==> src/rtl/vga_band_scheduler_if.sv <==
// Config write port of vga_band_scheduler: valid/ready handshake with 2-bit address and 16-bit data.
interface vga_band_scheduler_if;
    logic        cfg_valid;
    logic        cfg_ready;
    logic [1:0]  cfg_addr;
    logic [15:0] cfg_data;

    modport master (output cfg_valid, output cfg_addr, output cfg_data, input cfg_ready);
    modport slave  (input cfg_valid, input cfg_addr, input cfg_data, output cfg_ready);
endinterface

==> src/rtl/vga_band_scheduler.sv <==
// Per-band RGB source selection with double-buffered config committed at each VS fall.
// Define VGA_BAND_TESTPATTERN_EN to make SEL code 3 produce colour bars instead of black.
module vga_band_scheduler #(
    parameter int H_ACTIVE = 640,
    parameter int V_ACTIVE = 480,
    parameter int LINE_W   = 10
) (
    input  logic                 iVGA_CLK,
    input  logic                 iRST_n,
    input  logic                 iBLANK_n,
    input  logic                 iVS,
    input  logic [23:0]          src0_rgb,
    input  logic [23:0]          src1_rgb,
    input  logic [23:0]          src2_rgb,
    vga_band_scheduler_if.slave  cfg,
    output logic [23:0]          oRGB,
    output logic [1:0]           oBAND,
    output logic                 oCOMMIT
);
    typedef enum logic {ST_RUN = 1'b0, ST_COMMIT = 1'b1} state_t;

    localparam logic [LINE_W-1:0] B1_DEF   = LINE_W'(160);
    localparam logic [LINE_W-1:0] B2_DEF   = LINE_W'(320);
    localparam logic [LINE_W-1:0] LINE_MAX = LINE_W'(V_ACTIVE - 1);
    localparam logic [5:0]        SEL_DEF  = 6'b10_01_00;
    localparam int                BAR_W    = H_ACTIVE / 8;

    state_t            state_q, state_d;
    logic [LINE_W-1:0] pix_q, pix_d, line_q, line_d;
    logic              blank_prev_q, blank_prev_d, vs_prev_q, vs_prev_d, vs_fall_q, vs_fall_d;
    logic              ready_q, ready_d, dirty_q, dirty_d, commit_q, commit_d;
    logic [LINE_W-1:0] p_b1_q, p_b1_d, p_b2_q, p_b2_d, a_b1_q, a_b1_d, a_b2_q, a_b2_d;
    logic [5:0]        p_sel_q, p_sel_d, a_sel_q, a_sel_d;
    logic              p_ctrl_q, p_ctrl_d, a_ctrl_q, a_ctrl_d;
    logic [23:0]       rgb_q, rgb_d, fill_s;
    logic [1:0]        band_q, band_d, band_s, code_s;
    logic              wr_s;
    logic              unused_data_s;

    function automatic logic [1:0] band_of(input logic [LINE_W-1:0] ln,
                                           input logic [LINE_W-1:0] b1,
                                           input logic [LINE_W-1:0] b2);
        logic [1:0] b;
        if (ln < b1) begin
            b = 2'd0;
        end else if (ln < b2) begin
            b = 2'd1;
        end else begin
            b = 2'd2;
        end
        return b;
    endfunction

`ifdef VGA_BAND_TESTPATTERN_EN
    function automatic logic [23:0] bar_rgb(input logic [LINE_W-1:0] p);
        logic [LINE_W-1:0] bar;
        bar = p / LINE_W'(BAR_W);
        return {{8{bar[2]}}, {8{bar[1]}}, {8{bar[0]}}};
    endfunction

    assign fill_s = bar_rgb(pix_q);
`else
    logic unused_pix_s;
    assign fill_s       = 24'h00_0000;
    assign unused_pix_s = ^{pix_q, BAR_W[0]};
`endif

    assign unused_data_s = ^cfg.cfg_data[15:LINE_W];
    assign cfg.cfg_ready = ready_q;
    assign oRGB          = rgb_q;
    assign oBAND         = band_q;
    assign oCOMMIT       = commit_q;

    // Next-state logic: counters, sync edge detect, config buffering, commit FSM, output mux.
    always_comb begin
        state_d      = state_q;
        pix_d        = iBLANK_n ? pix_q + LINE_W'(1) : '0;
        blank_prev_d = iBLANK_n;
        vs_prev_d    = iVS;
        vs_fall_d    = vs_prev_q & ~iVS;
        ready_d      = ready_q;
        dirty_d      = dirty_q;
        commit_d     = 1'b0;
        p_b1_d       = p_b1_q;
        p_b2_d       = p_b2_q;
        p_sel_d      = p_sel_q;
        p_ctrl_d     = p_ctrl_q;
        a_b1_d       = a_b1_q;
        a_b2_d       = a_b2_q;
        a_sel_d      = a_sel_q;
        a_ctrl_d     = a_ctrl_q;
        wr_s         = cfg.cfg_valid & ready_q;

        if (!iVS) begin
            line_d = '0;
        end else if (blank_prev_q && !iBLANK_n && (line_q < LINE_MAX)) begin
            line_d = line_q + LINE_W'(1);
        end else begin
            line_d = line_q;
        end

        if (wr_s) begin
            dirty_d = 1'b1;
            case (cfg.cfg_addr)
                2'd0:    p_b1_d   = cfg.cfg_data[LINE_W-1:0];
                2'd1:    p_b2_d   = cfg.cfg_data[LINE_W-1:0];
                2'd2:    p_sel_d  = cfg.cfg_data[5:0];
                default: p_ctrl_d = cfg.cfg_data[0];
            endcase
        end else begin
            dirty_d = dirty_q;
        end

        case (state_q)
            ST_RUN: begin
                if (vs_fall_q) begin
                    state_d = ST_COMMIT;
                    ready_d = 1'b0;
                end else begin
                    state_d = ST_RUN;
                    ready_d = 1'b1;
                end
            end
            ST_COMMIT: begin
                state_d = ST_RUN;
                ready_d = 1'b1;
                dirty_d = 1'b0;
                if (dirty_q) begin
                    a_b1_d   = p_b1_q;
                    a_b2_d   = p_b2_q;
                    a_sel_d  = p_sel_q;
                    a_ctrl_d = p_ctrl_q;
                    commit_d = 1'b1;
                end else begin
                    commit_d = 1'b0;
                end
            end
            default: begin
                state_d = ST_RUN;
                ready_d = 1'b0;
            end
        endcase

        band_s = band_of(line_q, a_b1_q, a_b2_q);
        case (band_s)
            2'd0:    code_s = a_sel_q[1:0];
            2'd1:    code_s = a_sel_q[3:2];
            default: code_s = a_sel_q[5:4];
        endcase
        band_d = band_s;

        if (!iBLANK_n || a_ctrl_q) begin
            rgb_d = 24'h00_0000;
        end else begin
            case (code_s)
                2'd0:    rgb_d = src0_rgb;
                2'd1:    rgb_d = src1_rgb;
                2'd2:    rgb_d = src2_rgb;
                default: rgb_d = fill_s;
            endcase
        end
    end

    // State registers; reset aborts the frame and restores the default config in both buffers.
    always_ff @(posedge iVGA_CLK or negedge iRST_n) begin
        if (!iRST_n) begin
            state_q      <= ST_RUN;
            pix_q        <= '0;
            line_q       <= '0;
            blank_prev_q <= 1'b0;
            vs_prev_q    <= 1'b1;
            vs_fall_q    <= 1'b0;
            ready_q      <= 1'b0;
            dirty_q      <= 1'b0;
            commit_q     <= 1'b0;
            p_b1_q       <= B1_DEF;
            p_b2_q       <= B2_DEF;
            p_sel_q      <= SEL_DEF;
            p_ctrl_q     <= 1'b0;
            a_b1_q       <= B1_DEF;
            a_b2_q       <= B2_DEF;
            a_sel_q      <= SEL_DEF;
            a_ctrl_q     <= 1'b0;
            rgb_q        <= 24'h00_0000;
            band_q       <= 2'd0;
        end else begin
            state_q      <= state_d;
            pix_q        <= pix_d;
            line_q       <= line_d;
            blank_prev_q <= blank_prev_d;
            vs_prev_q    <= vs_prev_d;
            vs_fall_q    <= vs_fall_d;
            ready_q      <= ready_d;
            dirty_q      <= dirty_d;
            commit_q     <= commit_d;
            p_b1_q       <= p_b1_d;
            p_b2_q       <= p_b2_d;
            p_sel_q      <= p_sel_d;
            p_ctrl_q     <= p_ctrl_d;
            a_b1_q       <= a_b1_d;
            a_b2_q       <= a_b2_d;
            a_sel_q      <= a_sel_d;
            a_ctrl_q     <= a_ctrl_d;
            rgb_q        <= rgb_d;
            band_q       <= band_d;
        end
    end
endmodule

==> src/flat_wrapper.sv <==
// flat-port wrapper written by rule: the top's interface ports become plain ports
module vga_band_scheduler_flat 
#(
    parameter int H_ACTIVE = 640,
    parameter int V_ACTIVE = 480,
    parameter int LINE_W   = 10
)
  (iVGA_CLK, iRST_n, iBLANK_n, iVS, src0_rgb, src1_rgb, src2_rgb, oRGB, oBAND, oCOMMIT, cfg_cfg_valid, cfg_cfg_addr, cfg_cfg_data, cfg_cfg_ready);
  vga_band_scheduler_if cfg_i ();
  input  logic iVGA_CLK;
  input  logic iRST_n;
  input  logic iBLANK_n;
  input  logic iVS;
  input  logic [23:0] src0_rgb;
  input  logic [23:0] src1_rgb;
  input  logic [23:0] src2_rgb;
  output logic [23:0] oRGB;
  output logic [1:0] oBAND;
  output logic oCOMMIT;
  input wire logic [$bits(cfg_i.cfg_valid)-1:0] cfg_cfg_valid;
  input wire logic [$bits(cfg_i.cfg_addr)-1:0] cfg_cfg_addr;
  input wire logic [$bits(cfg_i.cfg_data)-1:0] cfg_cfg_data;
  output wire logic [$bits(cfg_i.cfg_ready)-1:0] cfg_cfg_ready;
  assign cfg_i.cfg_valid = cfg_cfg_valid;
  assign cfg_i.cfg_addr = cfg_cfg_addr;
  assign cfg_i.cfg_data = cfg_cfg_data;
  assign cfg_cfg_ready = cfg_i.cfg_ready;
  vga_band_scheduler #(.H_ACTIVE(H_ACTIVE), .V_ACTIVE(V_ACTIVE), .LINE_W(LINE_W)) u_core (.iVGA_CLK(iVGA_CLK), .iRST_n(iRST_n), .iBLANK_n(iBLANK_n), .iVS(iVS), .src0_rgb(src0_rgb), .src1_rgb(src1_rgb), .src2_rgb(src2_rgb), .cfg(cfg_i), .oRGB(oRGB), .oBAND(oBAND), .oCOMMIT(oCOMMIT));
endmodule
==> config.mk <==
export PLATFORM = sky130hd
export DESIGN_NAME = vga_band_scheduler_flat
export DESIGN_NICKNAME = d
export VERILOG_FILES = /design/src/rtl/vga_band_scheduler_if.sv /design/src/rtl/vga_band_scheduler.sv /design/src/flat_wrapper.sv
export SDC_FILE = /design/constraint.sdc
export NUM_CORES = 1
export LEC_CHECK = 0
export CORE_ASPECT_RATIO = 1.25
export CORE_MARGIN = 10
export CORE_UTILIZATION = 30
export CTS_BUF_LIST = sky130_fd_sc_hd__clkbuf_16
export DETAILED_ROUTE_END_ITERATION = 7
export MAX_ROUTING_LAYER = met4
export SYNTH_ARGS = -nofsm -noshare
export SYNTH_HDL_FRONTEND = slang
export SYNTH_SLANG_ARGS = --single-unit
==> constraint.sdc <==
create_clock -name iVGA_CLK -period 2.58 [get_ports iVGA_CLK]
set_input_delay 0.387 -clock iVGA_CLK [delete_from_list [all_inputs] [get_ports iVGA_CLK]]
set_output_delay 0.387 -clock iVGA_CLK [all_outputs]
set_load 0.02 [all_outputs]
Yosys cells after proc, flatten, opt, wreduce, memory -nomap -nowiden --
Index checks and enable logic that the tools add are counted. Widths: inputs -> output; s select.
Storage, ports and cells: register bits after elaboration 97, output and inout port bits 28, word-level logic and storage cells 62
Operators by class: add/subtract/negate cells 1, order comparisons 3, equality and inequality tests 6, multiplexer cells 15, bitwise operators 5, reduce and logical (&&, ||, !) cells 14
Operators with widths (count):
- $pmux 24 s3 | 1
- $mux 24 | 1
- $lt 10x10->1 | 2
- $mux 10 | 2
- $add 10x1->10 const B | 1
- $lt 10x9->1 const B | 1
- $reduce_and 2->1 | 5
- $eq 2x1->1 const B | 3
- $logic_not 2->1 | 3
- $mux 1 | 6
- $eq 2x2->1 const B | 2
- $mux 2 | 2
- $pmux 1 s2 | 2
- $pmux 2 s2 | 1
- $not 1->1 | 3
- $reduce_or 3->1 | 1
- $and 1x1->1 | 2
- $logic_and 1x1->1 | 2
- $ne 2x1->1 const B | 1
- $reduce_bool 2->1 | 1
- $logic_not 1->1 | 1
- $logic_or 1x1->1 | 1

Depth between registers and ports, before layout --
depth after elaboration 8, mapped depth 11, mapped depth without buffers 9

Least setup slack after synthesis --
OpenSTA, ideal clock, no wires.
path type reg2reg, start point register u_core.a_b1_q[7], end point register u_core.rgb_q[10], in the netlist u_core.oRGB[10], setup time 121 ps, data arrival time 2224 ps, required time 2459 ps, slack 234 ps, cell stages (with the launch flop) 11, path buffers 1, clock period less this slack 2346 ps, cells stage by stage dfstp_2 -> inv_1 -> ha_1 -> a21o_1 -> a21o_1 -> a21o_1 -> a21o_1 -> a31oi_4 -> buf_8 -> mux2i_1 -> o2bb2ai_1
Between the ends: longest elaborated chain between the ends 7, elaborated cells between the ends (all ways) 10, those cells by class order compare: 1; eq/ne: 3; mux: 4; reduce/logical: 2
RTL lines:
- start: declaration | RTL line vga_band_scheduler.sv:32 | logic [LINE_W-1:0] p_b1_q, p_b1_d, p_b2_q, p_b2_d, a_b1_q, a_b1_d, a_b2_q, a_b2_d;
- start signal: assignment | RTL line vga_band_scheduler.sv:180 | a_b1_q <= B1_DEF;
- start signal: assignment | RTL line vga_band_scheduler.sv:200 | a_b1_q <= a_b1_d;
- $lt 10x10->1 * | RTL line vga_band_scheduler.sv:44 | if (ln < b1) begin
- $mux 2 * | RTL line vga_band_scheduler.sv:44
- $eq 2x1->1 or $logic_not 2->1 (tied branches) | RTL line vga_band_scheduler.sv:145 | case (band_s)
- $pmux 2 s2 * | RTL line vga_band_scheduler.sv:145
- $eq 2x2->1 (tied with other cells) | RTL line vga_band_scheduler.sv:155 | case (code_s)
- $pmux 24 s3 * | RTL line vga_band_scheduler.sv:155
- $mux 24 * | RTL line vga_band_scheduler.sv:152 | if (!iBLANK_n || a_ctrl_q) begin
- net u_core.rgb_d[10] | RTL line vga_band_scheduler.sv:35 | logic [23:0] rgb_q, rgb_d, fill_s;
- end signal: assignment | RTL line vga_band_scheduler.sv:204 | rgb_q <= rgb_d;
- end: declaration | RTL line vga_band_scheduler.sv:35
Mark *: on every way through the listed nets, which the timed path passes. The rest lies on a longest branch. A chain may end at the register's enable or synchronous reset.

Worst setup path in the final report --
start point register u_core.a_b1_q[7], end point register u_core.rgb_q[12], in the netlist u_core.oRGB[12]
Same word-level chain as after synthesis.

==> results by group <==
Clock network
  • CTS tree: done
  • Max clock buf depth: 2
  • Num Clock Sinks: 97
  • Htree depth: 3
  • Root buffer cell: clkbuf_16
  • Total CTS buffers: 9
  • Clock latency on the worst-skew pair: between 0.3 and 0.4 ns
  • Worst-path clk slew: ~0.080 ns

Yosys
  • Syn nets: approximately 480
  • Post-synth top flop: dfrtp_1
  • Post-Synthesis Cells: 363
  • Post-synthesis sequential area ratio: around 54%
  • Post-synth cell types: 48
  • Post-Syn Area: 0.004492 mm²
  • Synthesized flop and latch total: between 90 and 100
  • Synth warnings: 0
  • Post-synth EDFFs: 0
  • Avg Synthesized Cell Area: around 12 µm²
  • Synth async-reset ratio: between 90% and 100%

Floorplan
  • Die height: about 160 µm
  • Die width: approximately 130 µm
  • Row count: a little under 50
  • Total die area: just over 0.02 mm²
  • Io pins: about 120
  • Starting Density: between 30% and 40%
  • Core Area: 0.01453 mm²

Setup path
  • Crit path max fanout: 6
  • Critical path capture point type: flip-flop
  • R2r endpoint: u_core.oRGB[12]$_DFF_PN0_
  • CP cell instances: inv_1 > ha_4 > a21o_1 > a21o_1 > a21o_4 > a21o_1 > a31oi_4 > buf_12 > clkbuf_16 > mux2i_1 > o2bb2ai_1
  • CP max stage delay: 0.52 ns
  • Slowest CP cell: dfstp_2
  • CP Data Arrival Time: between 2 and 3 ns
  • Crit path top cell by count: a21o_1
  • Critical path startpoint category: flip-flop
  • CP startpoint: u_core.a_b1_q[7]$_DFFE_PN1P_
  • RR Startpoint: u_core.a_b1_q[7]$_DFFE_PN1P_
  • R2R setup slack: roughly 0.1 ns
  • Required time worst endpoint: 2.80 ns
  • R2R depth: 11
  • CP bufs+invs: 3
  • CP Class: reg2reg
  • CP top delay family: compound AO/OA/AOI/OAI gates
  • Critical path depth: 11
  • Crit path to: u_core.oRGB[12]$_DFF_PN0_

Pwr
  • PwrDens: 811.7 mW/mm²
  • Lkg Pwr: ~0.0028 µW
  • Worst VDD drop: 0.3692 mV
  • Pwr Total: approximately 5200 µW

GRT
  • Initial antenna violation count: 0
  • First-pass GRT wire length: between 15000 and 20000 µm
  • GRT busiest layer: met2
  • GRT met3 Usage: 2.434%
  • GRT Total Usage: 11.30%
  • Met1 GRT Util: 12.66%
  • Vias in the first global route: approximately 3400
  • GRT overflow: 0
  • Largest net degree at the start of global routing: between 40 and 50
  • Global Route met2 Usage: a little under a fifth

Timing
  • Clock Skews: ~0.0099 ns
  • Final Hold Vio Count: 0
  • Final Cycle Share: ~96%
  • Max_slew headroom: about two thirds
  • Final setup vio count: 0
  • Max Clk Rate: roughly 400 MHz
  • Measured slew at the worst slew-check pin: between 0.5 and 0.6 ns
  • Fin. max-slew vios: 0
  • Fin crit period: 2.481 ns

Placement
  • Area of placed instances: just under 0.006 mm²
  • IO buf count: around 120
  • DP HPWL: between 8000 and 9000 µm
  • Gpl congestion: roughly 0.78

Hold path
  • Hold crit path type: reg2reg

Job
  • Max-Cap Viols: 0

Finish
  • Layout area overhead: 41.53%
  • # diodes: 0
  • Most frequent cells in the layout: clkdlybuf4s50_1 (115), dfrtp_1 (83), mux2_2 (35)
  • Fin area: between 0.006 and 0.007 mm²
  • Share of layout cells above drive strength 1: roughly a fifth
  • Fillers: 1362
  • Final nets: around 600
  • Commonest non-fill, non-tap cell in the layout: clkdlybuf4s50_1

Routing
  • Drt wl/cell: 17.02 µm
  • Total number of vias: ~3200
  • Number of nets still failing antenna checks after routing: 0
  • Routed vias/inst: 4.762
  • Drt drc: 0
  • Final WL: between 10000 and 15000 µm
  • Pre-antenna DRT Iters: 4
  • Starting DRT DRC Count: ~130

Outcome
  • Status: complete, no violations
==> cell families after synthesis <==
family | after synthesis | share of synthesized area, %
multiplexers | 59 | 14.12
AO/OA/AOI/OAI | 80 | 12.92
adder cells (fa/ha/maj) | 19 | 5.293
XOR/XNOR | 5 | 0.9749
AND/OR/NAND/NOR | 71 | 8.412
flip-flops | 97 | 54.40
buffers and inverters | 32 | 3.872
==> worst reg2reg max path: stages, from the launching register on <==
cell       delay (ns)
dfstp_2          0.52
inv_1            0.07
ha_4             0.22
a21o_1           0.15
a21o_1           0.18
a21o_4           0.23
a21o_1           0.19
a31oi_4          0.21
buf_12           0.15
clkbuf_16        0.16
mux2i_1          0.19
o2bb2ai_1        0.09
==> state kept, by name, summed over array words and instances, names as in the netlist <==
name and flops:
u_core.oBAND 2, u_core.state_q 1, u_core.line_q 10, u_core.p_ctrl_q 1, u_core.a_b2_q 10, u_core.blank_prev_q 1, u_core.dirty_q 1, u_core.vs_prev_q 1
u_core.vs_fall_q 1, u_core.p_sel_q 6, u_core.a_ctrl_q 1, u_core.cfg.cfg_ready 1, u_core.a_b1_q 10, u_core.p_b1_q 10, u_core.p_b2_q 10, u_core.oRGB 24
u_core.oCOMMIT 1, u_core.a_sel_q 6
==> synthesized netlist by cell type (2+ instances only) <==
| library cell | number | area share [%] |
|---|---|---|
| a21boi_0 | 3 | 0.50 |
| inv_1 | 20 | 1.7 |
| clkbuf_1 | 5 | 0.42 |
| nor2_1 | 5 | 0.42 |
| mux2i_1 | 24 | 5.3 |
| o21ai_0 | 21 | 2.3 |
| buf_6 | 4 | 1.0 |
| xnor2_1 | 5 | 0.97 |
| o21ai_1 | 3 | 0.33 |
| nand2b_1 | 4 | 0.56 |
| a211oi_1 | 2 | 0.33 |
| nand2_1 | 33 | 2.8 |
| a211o_1 | 2 | 0.39 |
| dfstp_2 | 13 | 7.6 |
| or3_1 | 2 | 0.28 |
| ha_1 | 19 | 5.3 |
| o2bb2ai_1 | 24 | 4.7 |
| a21oi_1 | 9 | 1.0 |
| buf_8 | 2 | 0.67 |
| mux2_2 | 35 | 8.8 |
| and2_1 | 6 | 0.84 |
| nand3_1 | 4 | 0.45 |
| a21o_1 | 4 | 0.67 |
| dfrtp_1 | 84 | 47 |
| o21a_1 | 2 | 0.33 |
| a31oi_1 | 2 | 0.28 |
| nand4_1 | 5 | 0.70 |
==> report_power, final <==
part	leakage [µW]	internal [µW]	switching (µW)	total (µW)
combinational	0.00139	903	792	1690
clock	0.000156	781	632	1410
sequential	0.00121	1900	150	2050
==> area by class of cell <==
class                      instances  area (µm²)  share of cell area (%)
sequential                        97        2445                   38.46
inverter                          20       75.07                   1.181
clock buffer                       9       225.2                   3.543
clock inverter                     7       90.09                   1.417
multi-input combinational        234        1917                   30.15
tap                              178       222.7                   3.503
timing repair buffer             132        1383                   21.75
==> metrics by stage <==
step | setup slack (ns) | cells | hold slack [ns] | util, % | setup TNS (ns)
global placement | 0.1134 | 655 | 0.3437 | 40.60 | 0
detailed placement | 0.06831 | 655 | 0.3478 | 40.60 | 0
CTS | 0.03290 | 672 | 0.4429 | 42.84 | 0
global route | -0.004540 | 677 | 0.4598 | 43.75 | -0.004540
finish | 0.09900 | 677 | 0.4445 | 43.75 | 0
floorplan | 0.2344 | 363 | 0.09141 | - | 0
==> per-layer routing <==
metal / up-vias / share of wire (%)
li1: 1568 / -
met1: 1553 / 41
met2: 93 / 51
met3: 10 / 6.9
met4: 0 / 1.6
met5: - / 0
==> worst min-delay path by stage <==
stage | startpoint | end | slack (ns) | cells past startpoint
2_1_floorplan | iRST_n | u_core.a_b1_q[0]$_DFFE_PN0P_ | 0.09 | 0
3_3_place_gp | iRST_n | u_core.p_b1_q[8]$_DFFE_PN0P_ | 0.34 | 1
3_5_place_dp | iRST_n | u_core.p_b2_q[9]$_DFFE_PN0P_ | 0.35 | 1
4_1_cts | u_core.state_q$_DFF_PN0_ | u_core.dirty_q$_DFFE_PN0P_ | 0.44 | 1
5_1_grt | u_core.state_q$_DFF_PN0_ | u_core.dirty_q$_DFFE_PN0P_ | 0.46 | 1
6_report | u_core.state_q$_DFF_PN0_ | u_core.dirty_q$_DFFE_PN0P_ | 0.44 | 1
==> what timing repair did <==
item / 4_1_cts / 5_1_grt
setup buffers: 0 / 2
gates resized for setup: 0 / 8
setup endpoints to repair: 0 / 24
endpoints found under the hold margin: 22 / 0
hold buffers: 1 / 0
(Power assumes the default switching activity.)
==> variant 1 (config.mk and constraints unchanged) <==
The output `oRGB` loses its register stage (`rgb_q` becomes a continuous assignment).
--- a/src/rtl/vga_band_scheduler.sv
+++ b/src/rtl/vga_band_scheduler.sv
@@ -183,3 +183,2 @@
             a_ctrl_q     <= 1'b0;
-            rgb_q        <= 24'h00_0000;
             band_q       <= 2'd0;
@@ -203,3 +202,2 @@
             a_ctrl_q     <= a_ctrl_d;
-            rgb_q        <= rgb_d;
             band_q       <= band_d;
@@ -207,2 +205,4 @@
     end
+
+    assign rgb_q = rgb_d;
 endmodule
Formal check against the unedited RTL: not equivalent (Yosys sat finds a counterexample within 4 cycles, from zero or initial values and one cycle with iRST_n low).
==> variant 1 against the unedited design <==
The run now ends with setup timing left; worst setup slack got worse by 0.74 ns; total power fell by 0.86%; sequential cell count fell by 24; final area fell by 0.35%; register-to-register slack improved by 0.26 ns; count of clock-buffer cells in the layout did not move; wire length rose by 0.96%; synthesized area fell by 13%; largest power group is now combinational logic.
==> variant 1: results (changes against the unedited design) <==
STA
  – Setup ws final: -0.646 ns (-0.745 ns)
  – Final setup fails: 24 (+24)
  – Max Clock Skew: 0.00787 ns (-0.00208 ns)
  – Hold Worst Slack: 0.0736 ns (-0.371 ns)
  – Setup_tns: -14.68 ns (-14.68 ns)
  – Max transition margin: 58.6% (-6.9 points)

CTS
  – Clock Pin Slew Worst Setup and Hold Paths: 0.06 ns (-0.02 ns)

Outcome
  – Failing checks: setup timing
  – Run status: finished, violations left

Global routing
  – Vias in the first global route: 3466 (+1.9%)
  – Largest net degree at the start of global routing: 49 (+17%)
  – Global-route wire length before repair: 18.5 mm (+3.8%)
  – Grt met2 use: 23.1% (+4.0 points)
  – Met1 Resource Use GR: 14.9% (+2.3 points)

Synthesis
  – Synth area leaders: dfrtp_1 (39%), mux2_2 (10%), dfstp_2 (8.8%)
  – Synth cell count leaders: dfrtp_1 (60), mux2_2 (35), nand2_1 (34)
  – Register area share after synthesis: 47.4% (-7.0 points)
  – Mapped Avg Cell Area: 11.4 µm² (-7.5%)
  – Synth Net Count: 454 (-4.8%)
  – Yosys warns: 0 (unchanged)

Placement
  – Placed cell count: 651 (-0.61%)
  – Routability Congestion: 0.832 (+6.9%)
  – Dpl hpwl: 8.88 mm (+2.0%)

Finish
  – Share of cells above drive strength 1: 38.8% (+19 points)
  – Fillers: 1123 (-18%)
  – # nets final: 617 (+1.5%)
  – Final Non-Filler Cells: 676 (-0.15%)
  – Multi-input gate area: 2220 µm² (+16%)

Pwr
  – Seq power: 1.55 mW (-24%)
  – Maximum VDD drop: 0.000633 V (+71%)
  – Combinational power share: 42.0% (+9.2 points)
  – Switching power share of the total: 30.5% (about the same)
  – Reg power frac: 30.3% (-9.5 points)
  – Leakage: 2.70 nW (-2.1%)

Drt
  – WL met2: 6.01 mm (+3.3%)
  – Met3 Wirelength: 610 µm (-24%)
  – Met1 WL: 4.87 mm (+3.1%)
  – DR iter-0 viols: 157 (+18%)
  – Final WL: 11.6 mm (+0.96%)

Setup path
  – Reg2reg end: u_core.line_q[7]
  – Worst r2r path cells: 8 (-3)
  – Worst reg2reg setup slack: 0.36 ns (+0.26 ns)
  – Reg2Reg Launch Point: u_core.line_q[0]

Floorplanning
  – Die ar.: 17900 µm² (-12%)
variant 1: cell count changes after synthesis:
cell / change
nand4b_1: -1
nor2_1: +1
buf_1: +1
dfrtp_1: -24
clkbuf_1: -1
nand2_1: +1
variant 1: layout make-up:
type	count	area share, %
multi-input cells	235	35.1
clock inverters	7	1.88
clock buffers	9	3.56
flip-flops and latches	73	29.1
inverters	20	1.19
repair buffers	164	25.9
well taps	168	3.32
variant 1: logic make-up (layout without fill, tap and decap cells):
logic type | Yosys count | after routing | synth area share, %
AOI/OAI and AO/OA | 80 | 80 | 14.9
xor gates and xnor gates | 5 | 5 | 1.13
adders and majority gates | 19 | 19 | 6.11
buffers and inverters | 32 | 200 | 4.47
DFF | 73 | 73 | 47.4
muxes | 59 | 59 | 16.3
and+or+nand+nor | 72 | 72 | 9.68
variant 1: repair_timing:
item                                    4_1_cts  5_1_grt
setup buffers                                 4        5
pin swaps                                    13        4
gates cloned                                  2        1
resized for setup                           162       19
endpoints found under the setup margin       24       24
==> variant 2 (config.mk and constraints unchanged) <==
Without the edit above. `LINE_W` is set to 10 in 2 places; all go to 5.
--- a/src/rtl/vga_band_scheduler.sv
+++ b/src/rtl/vga_band_scheduler.sv
@@ -5,3 +5,3 @@
     parameter int V_ACTIVE = 480,
-    parameter int LINE_W   = 10
+    parameter int LINE_W   = 5
 ) (
--- a/src/flat_wrapper.sv
+++ b/src/flat_wrapper.sv
@@ -5,3 +5,3 @@
     parameter int V_ACTIVE = 480,
-    parameter int LINE_W   = 10
+    parameter int LINE_W   = 5
 )
Behaviour: not the same (a bounded check fails within 4 cycles, from zero or initial values and one cycle with iRST_n low).
==> variant 2 against the unedited design <==
Final area fell by 21%; synthesized area fell by 26%; sequential power fell by 24%; via count fell by 20%; critical path depth fell by 3; sequential cell count fell by 25; wire length fell by 23%; cell count fell by 20%; non-clock buffer count fell by 10; worst setup slack improved by 0.10 ns; synthesized cell count fell by 22%; total power fell by 7.0%; critical path type unchanged.
==> variant 2: results (changes against the unedited design) <==
Placement
  – Placement Setup Slack: 0.169 ns (+0.100 ns)
  – Placement Cell Area: 4650 µm² (-21%)
  – Placed cell count: 527 (-20%)
  – Routability Congestion: 0.798 (+2.6%)
  – Dpl hpwl: 6.81 mm (-22%)
  – IO Port Bufs: 112 (-3.4%)

Finish
  – ClkCell Share: 6.72% (+1.8 points)
  – # nets final: 507 (-17%)
  – Sequential cell area share: 36.1% (-2.4 points)
  – Fillers: 1066 (-22%)
  – Inverters excl. clock: 12 (-40%)
  – Multi-input gate area: 1410 µm² (-27%)
  – Fraction of area in multi-input gates: 28.1% (-2.1 points)
  – Non-clock buffer share of cell area: 24.8% (+3.1 points)
  – Share of cells above drive strength 1: 16.7% (-3.0 points)
  – Seq_cells: 72 (-26%)
  – Non-CTS buffers: 122 (-7.6%)
  – Final Non-Filler Cells: 543 (-20%)

Pwr
  – Maximum VDD drop: 0.000440 V (+19%)
  – Leakage: 2.18 nW (-21%)
  – Cell Int Power: 3.32 mW (-7.6%)

Setup path
  – Worst setup startpoint: u_core.line_q[2]
  – Worst r2r path cells: 8 (-3)
  – Maximum net fanout on the critical path: 12 (+6)
  – Reg2Reg Launch Point: u_core.line_q[2]
  – CP endpoint: u_core.oRGB[23]
  – Worst endpoint data arrival time: 2.58 ns (-0.12 ns)

STA
  – Actual slew at the worst max-slew pin: 0.921 ns (+0.405 ns)
  – Setup ws final: 0.201 ns (+0.102 ns)
  – Max Clock Skew: 0.00745 ns (-0.00249 ns)
  – Hold Worst Slack: 0.200 ns (-0.245 ns)

Synthesis
  – Register area share after synthesis: 54.1% (-0.28 points)
  – Synth area leaders: dfrtp_1 (50%), mux2_2 (8.4%), mux2i_1 (7.5%)
  – Yosys cell types: 40 (-17%)
  – Synth cell count leaders: dfrtp_1 (67), nand2_1 (42), mux2_2 (25), mux2i_1 (25), o22ai_1 (20)
  – Yosys warns: 0 (unchanged)
  – Mapped Avg Cell Area: 11.8 µm² (-4.3%)
  – Synth Net Count: 386 (-19%)

CTS
  – Clock Pin Slew Worst Setup and Hold Paths: 0.06 ns (-0.02 ns)

Drt
  – Vias post-DR: 2570 (-20%)
  – DR iter-0 viols: 124 (-6.8%)
  – Routed len/inst: 16.3 µm (-4.5%)

Outcome
  – Run status: complete, no violations

Global routing
  – Largest net degree at the start of global routing: 73 (+74%)
  – All-Layer GR Usage: 11.8% (+0.50 points)

Hold path
  – Hold WC Path Type: in2async

Floorplanning
  – # rows: 43 (-12%)
## variant 2: cell count changes after synthesis, moves of 5 or more
| cell | before | now |
|---|---|---|
| mux2_2 | 35 | 25 |
| o21ai_0 | 21 | 12 |
| dfrtp_1 | 84 | 67 |
| o2bb2ai_1 | 24 | 0 |
| nand2_1 | 33 | 42 |
| dfstp_2 | 13 | 5 |
| o22ai_2 | 0 | 5 |
| inv_1 | 20 | 11 |
| o22ai_1 | 0 | 20 |
| ha_1 | 19 | 9 |
## variant 2: power groups by stage
stage / Sequential, mW / Clock [mW] / Combinational (mW)
6_report: 1.55 / 1.39 / 1.86
3_3_place_gp: 1.56 / 0 / 1.84
5_1_grt: 1.58 / 1.49 / 2.02
3_5_place_dp: 1.57 / 0 / 1.87
4_1_cts: 1.55 / 1.43 / 1.87
2_1_floorplan: 1.72 / 0 / 1.02
## variant 2: layer usage
metal | track usage, % | part of all wire (%) | vias up
met5 | - | 0 | -
met4 | 6.90 | 2.7 | 0
met3 | 4.20 | 6.9 | 15
met2 | 18.5 | 50 | 93
met1 | 12.7 | 41 | 1215
li1 | - | - | 1247
## variant 2: logic make-up after synthesis
| kind of cell | after synthesis | share of synthesized area [%] |
|---|---|---|
| AOI/OAI and AO/OA | 54 | 11.4 |
| xor gates and xnor gates | 4 | 1.05 |
| adders and majority gates | 9 | 3.37 |
| buffers and inverters | 24 | 4.38 |
| DFF | 72 | 54.1 |
| muxes | 50 | 15.9 |
| and+or+nand+nor | 69 | 9.74 |
## variant 2: critical path: stages (launching register included)
cell,delay [ns]
dfrtp_1,0.44
ha_1,0.32
a21oi_1,0.19
o21ai_0,0.17
a211o_1,0.36
a31oi_4,0.24
buf_12,0.19
mux2i_1,0.23
o22ai_2,0.11
